## config.mk

```make
export PLATFORM = sky130hd
export DESIGN_NAME = uart_rx_frame
export DESIGN_NICKNAME = d
export VERILOG_FILES = /design/src/rtl/uart_rx_frame.sv
export SDC_FILE = /design/constraint.sdc
export NUM_CORES = 1
export LEC_CHECK = 0
export CAP_MARGIN = 20
export CORE_MARGIN = 3
export CORE_UTILIZATION = 60
export DETAILED_ROUTE_END_ITERATION = 10
export DONT_BUFFER_PORTS = 1
export HOLD_SLACK_MARGIN = 0.06
export PLACE_DENSITY_LB_ADDON = 0.15
export RECOVER_POWER = 100
export SLEW_MARGIN = 10
export SYNTH_ARGS = -nofsm -noshare
export SYNTH_HDL_FRONTEND = slang
export SYNTH_SLANG_ARGS = --single-unit
```

## constraint.sdc

```tcl
create_clock -name clock -period 2.67 [get_ports clock]
set_input_delay 0.801 -clock clock [delete_from_list [all_inputs] [get_ports clock]]
set_output_delay 0.801 -clock clock [all_outputs]
set_load 0.02 [all_outputs]
```

## src/rtl/uart_rx_frame.sv

```systemverilog
// rtl/uart_rx_frame.sv - two-byte 8N1 UART receiver producing a 16-bit sensor response
module uart_rx_frame #(
    parameter int CLKS_PER_BIT = 434,
    parameter int TIMEOUT_BITS = 20
) (
    input  logic        clock,
    input  logic        reset,
    input  logic        rx,
    output logic [15:0] data,
    output logic        done,
    output logic        busy,
    output logic        frame_err,
    output logic        timeout
);

    localparam int TO_CYCLES = CLKS_PER_BIT * TIMEOUT_BITS;
    localparam int CW        = $clog2(TO_CYCLES + 1);
    localparam logic [CW-1:0] HALF_M1 = CW'(CLKS_PER_BIT / 2 - 1);
    localparam logic [CW-1:0] BIT_M1  = CW'(CLKS_PER_BIT - 1);
    localparam logic [CW-1:0] TO_CNT  = CW'(TO_CYCLES);

    typedef enum logic [2:0] {
        IDLE, START, DATA, STOP, GAP, WAIT_HIGH
    } state_t;

    state_t        state, state_n;
    logic          rx_q, rx_s;
    logic [CW-1:0] cnt, cnt_n;
    logic [2:0]    bit_idx, bit_idx_n;
    logic          byte_idx, byte_idx_n;
    logic [7:0]    shift, shift_n;
    logic [7:0]    byte0, byte0_n;
    logic [15:0]   data_n;
    logic          done_n, frame_err_n, timeout_n;

    always_ff @(posedge clock or negedge reset) begin
        if (!reset) begin
            rx_q      <= 1'b1;
            rx_s      <= 1'b1;
            state     <= IDLE;
            cnt       <= '0;
            bit_idx   <= '0;
            byte_idx  <= 1'b0;
            shift     <= '0;
            byte0     <= '0;
            data      <= '0;
            done      <= 1'b0;
            frame_err <= 1'b0;
            timeout   <= 1'b0;
        end else begin
            rx_q      <= rx;
            rx_s      <= rx_q;
            state     <= state_n;
            cnt       <= cnt_n;
            bit_idx   <= bit_idx_n;
            byte_idx  <= byte_idx_n;
            shift     <= shift_n;
            byte0     <= byte0_n;
            data      <= data_n;
            done      <= done_n;
            frame_err <= frame_err_n;
            timeout   <= timeout_n;
        end
    end

    always_comb begin
        state_n     = state;
        cnt_n       = cnt;
        bit_idx_n   = bit_idx;
        byte_idx_n  = byte_idx;
        shift_n     = shift;
        byte0_n     = byte0;
        data_n      = data;
        done_n      = 1'b0;
        frame_err_n = 1'b0;
        timeout_n   = 1'b0;
        case (state)
            IDLE: begin
                cnt_n      = '0;
                byte_idx_n = 1'b0;
                if (!rx_s) state_n = START;
            end
            START: begin
                if (cnt == HALF_M1) begin
                    cnt_n     = '0;
                    bit_idx_n = '0;
                    state_n   = rx_s ? IDLE : DATA;
                end else begin
                    cnt_n = cnt + CW'(1);
                end
            end
            DATA: begin
                if (cnt == BIT_M1) begin
                    cnt_n   = '0;
                    shift_n = {rx_s, shift[7:1]};
                    if (bit_idx == 3'd7) state_n = STOP;
                    else                 bit_idx_n = bit_idx + 3'd1;
                end else begin
                    cnt_n = cnt + CW'(1);
                end
            end
            STOP: begin
                if (cnt == BIT_M1) begin
                    cnt_n = '0;
                    if (!rx_s) begin
                        frame_err_n = 1'b1;
                        state_n     = WAIT_HIGH;
                    end else if (!byte_idx) begin
                        byte0_n = shift;
                        state_n = GAP;
                    end else begin
                        data_n  = {shift, byte0};
                        done_n  = 1'b1;
                        state_n = IDLE;
                    end
                end else begin
                    cnt_n = cnt + CW'(1);
                end
            end
            GAP: begin
                // Timeout wins over a start edge arriving in the same cycle.
                if (cnt == TO_CNT) begin
                    timeout_n = 1'b1;
                    cnt_n     = '0;
                    state_n   = IDLE;
                end else if (!rx_s) begin
                    cnt_n      = '0;
                    byte_idx_n = 1'b1;
                    state_n    = START;
                end else begin
                    cnt_n = cnt + CW'(1);
                end
            end
            WAIT_HIGH: begin
                if (rx_s) state_n = IDLE;
            end
            default: state_n = IDLE;
        endcase
    end

    assign busy = (state != IDLE) && (state != WAIT_HIGH);

endmodule
```

==> impl_metrics.json <==
{
  "crit_arrival_ns": 2.59,
  "antenna_left": 0,
  "vias": 1755,
  "cpPeakStageDelay_ns": 0.45,
  "async_reset_ff_share_pct": 100.0,
  "fin_area_mm2": 0.002917,
  "muxShareOfSynthArea_pct": 14.17,
  "setup-violations-final": 0,
  "ys_types": 48,
  "synth_fa_ha_area_share_pct": 2.322,
  "tns_ns": 0,
  "ir_worst_vdd_v": 0.0004135,
  "dieWidth_um": 73.01,
  "met1_usage_pct": 27.13,
  "critPathLaunch": "cnt[1]$_DFFE_PN0P_",
  "hold_buffers": 0,
  "placed_area_mm2": 0.002739,
  "cp-start-kind": "flop",
  "synth_top_family_by_area": "simple AND/OR/NAND/NOR gates",
  "use_met3_pct": 7.300,
  "crit_type": "flop to flop",
  "leakagePower_nw": 1.433,
  "syn_area_per_cell_um2": 12.08,
  "synth_compound_area_share_pct": 8.639,
  "cts_resized": 0,
  "grt_usage_pct": 20.48,
  "viasPerCell": 6.201,
  "root_buffer": "clkbuf_8",
  "grt-ovfl-total": 0,
  "drv_cap": 0,
  "yosys_warnings": 0,
  "worstReg2RegStart": "cnt[1]$_DFFE_PN0P_",
  "worst-path-max-fanout": 8,
  "cts.path.max_buffers": 2,
  "dieHeight_um": 73.01,
  "netlist_instances": 223,
  "fmaxAchievable_ghz": 0.4216,
  "rr_worst_depth": 7,
  "dieArea_mm2": 0.005330,
  "end_kind": "flop",
  "clkSlewWorstSetupHoldPaths_ns": 0.06,
  "fin_cells": 283,
  "syn_nets": 231,
  "grt_max_degree": 59,
  "grt_pass1_vias": 1803,
  "clock_latency_ns": 0.33,
  "period_share_pct": 88.83,
  "htreeDepth": 3,
  "cts_tree": "done",
  "rsz0062_at_grt": "false",
  "fin_skew_ns": 0.004759,
  "area_growth_pct": 8.268,
  "intPower_mw": 1.336,
  "synthTopCellsByArea": "dfrtp_1 (52%), mux2_2 (14%), o21ai_0 (2.6%)",
  "layout_min_cycle_time_ns": 2.372,
  "yosys.area_share.simple_pct": 17.46,
  "grt_pass1_wl_mm": 8.431,
  "path_cells": "inv_1 > ha_1 > nor4b_2 > nand4_2 > or3_4 > nor3b_4 > mux2_2",
  "cts_setup_buffers": 0,
  "clkSinkCount": 58,
  "cp-endpoint": "byte0[4]$_DFFE_PN0P_",
  "seq_area_frac_synth_pct": 53.97,
  "routedWlPerCell_um": 17.37,
  "dr.pass1.iters": 4,
  "combinationalPowerShare_pct": 0.1,
  "initial_core_util_pct": 64.56,
  "insertedDiodeCount": 0,
  "row_count": 23,
  "antenna_found_initial": 0,
  "synth_common_cells": "dfrtp_1 (56), mux2_2 (33), o21ai_0 (14)",
  "report.final.slew_viol_count": 0,
  "cts_made_buffers": 9,
  "drt-total-wl_mm": 4.917,
  "synth_top_area_share_pct": 52.02,
  "hp-class": "input pin to async pin",
  "yosys.area.top_type": "dfrtp_1",
  "synth_xor_area_share_pct": 0.9754,
  "yosysMostFrequentCell": "dfrtp_1",
  "critPathRequiredTime_ns": 2.89,
  "switchingPower_mw": 0.3380,
  "grt_util_met2_pct": 31.08,
  "port_buffers": 0,
  "power_density_mw_per_mm2": 573.8,
  "p_sw_share_pct": 20.20,
  "ys.flop_type": "dfrtp_1",
  "drcViolationCount": 0,
  "drt_iter0_markers": 73,
  "io_pins": 23,
  "ys_ff_latch": 58,
  "seqPwrFrac_pct": 52.8,
  "drive_above_1_share_pct": 25.75,
  "synth_edf_count": 0,
  "finalHoldViolations": 0,
  "gp_congestion": 0.8639,
  "nFillCells": 297,
  "placed_cells": 267,
  "dpl.hpwl_mm": 3.411,
  "nNetsFinal": 236,
  "timing.rr.end": "byte0[4]$_DFFE_PN0P_",
  "power_frac_clock_pct": 47.1,
  "busiest_layer": "met2",
  "critPathSlowestCell": "or3_4",
  "tightest_slew_ns": 0.5509,
  "core_mm2": 0.004173,
  "relSlewSlack_pct": 62.93,
  "reg2reg_slack_ns": 0.30,
  "status": "finished, final reports clean",
  "synthesis.area_mm2": 0.002694
}
logic make-up (layout without fill, tap and decap cells):
family	count (synthesis)	after routing
simple gates	71	71
xor+xnor	3	3
flops	58	58
mux	34	34
compound gates	36	36
fa+ha+maj	5	5
buf+inv	16	26
metrics by stage:
stage          util (%)  power, mW  setup WS (ns)  hold WS, ns
6_report          69.90      1.674         0.2982       0.1629
5_1_grt           69.90      1.726         0.1366       0.1408
4_1_cts           70.31      1.696         0.2755       0.1449
3_5_place_dp      65.64     0.9015         0.2856       0.3535
3_3_place_gp      65.64     0.9011         0.3670       0.3455
2_1_floorplan         -     0.9004         0.4082       0.3452
routing by layer:
layer | up-vias | routed length, µm
met4 | 0 | 86
li1 | 827 | -
met2 | 47 | 2342
met1 | 869 | 2241
met5 | - | 0
met3 | 12 | 246
worst min-delay path by stage:
stage / from / end / slack [ns] / depth (start not counted)
floorplan: rx_q$_DFF_PN1_ / rx_s$_DFF_PN1_ / 0.35 / 0
global placement: rx_q$_DFF_PN1_ / rx_s$_DFF_PN1_ / 0.35 / 0
detailed placement: rx_q$_DFF_PN1_ / rx_s$_DFF_PN1_ / 0.35 / 0
CTS: reset / byte0[3]$_DFFE_PN0P_ / 0.14 / 0
global route: reset / shift[2]$_DFFE_PN0P_ / 0.14 / 0
finish: reset / frame_err$_DFF_PN0_ / 0.16 / 0
cell type report:
type                       count  area, µm²  area share, %
sequential                    58       1454          49.85
multi-input combinational    149       1167          40.03
tap                           50      62.56          2.145
timing repair buffer           3      11.26         0.3861
clock buffer                  11      141.4          4.848
inverter                       7      26.28         0.9009
clock inverter                 5      53.80          1.845
state kept, by name (all words and copies together), names as in the netlist, 3 cells and up:
name     cells
byte0        8
state        3
data        16
cnt         14
shift        8
bit_idx      3
power by group through the flow:
stage	logic (mW)	registers, mW	clock network, mW
floorplan	0.00111	0.899	0
global placement	0.00117	0.900	0
detailed placement	0.00116	0.900	0
CTS	0.00116	0.884	0.810
global route	0.00130	0.884	0.841
finish	0.00117	0.884	0.788
layout by cell type (no fill, tap or decap), types with 2 or more instances in the layout:
cell type / count
a21oi_1: 7
a22o_1: 4
a22oi_1: 2
and3_1: 8
and4_1: 2
and4b_1: 3
clkbuf_1: 4
clkbuf_8: 10
clkinv_2: 3
dfrtp_1: 56
dfstp_2: 2
ha_1: 5
inv_1: 7
mux2_2: 33
nand2_1: 11
nand2b_1: 3
nand3_1: 6
nand4_1: 3
nor2_1: 9
nor2b_1: 2
nor3_1: 9
o21ai_0: 14
o2bb2ai_1: 2
xnor2_1: 3
worst max-delay path: cells and delay by family, from the launching register on:
family,cells,cell delay [ns]
fa+ha+maj,1,0.13
flops,1,0.41
buf+inv,1,0.09
mux,1,0.39
simple gates,4,1.23
(Power assumes the default switching activity.)
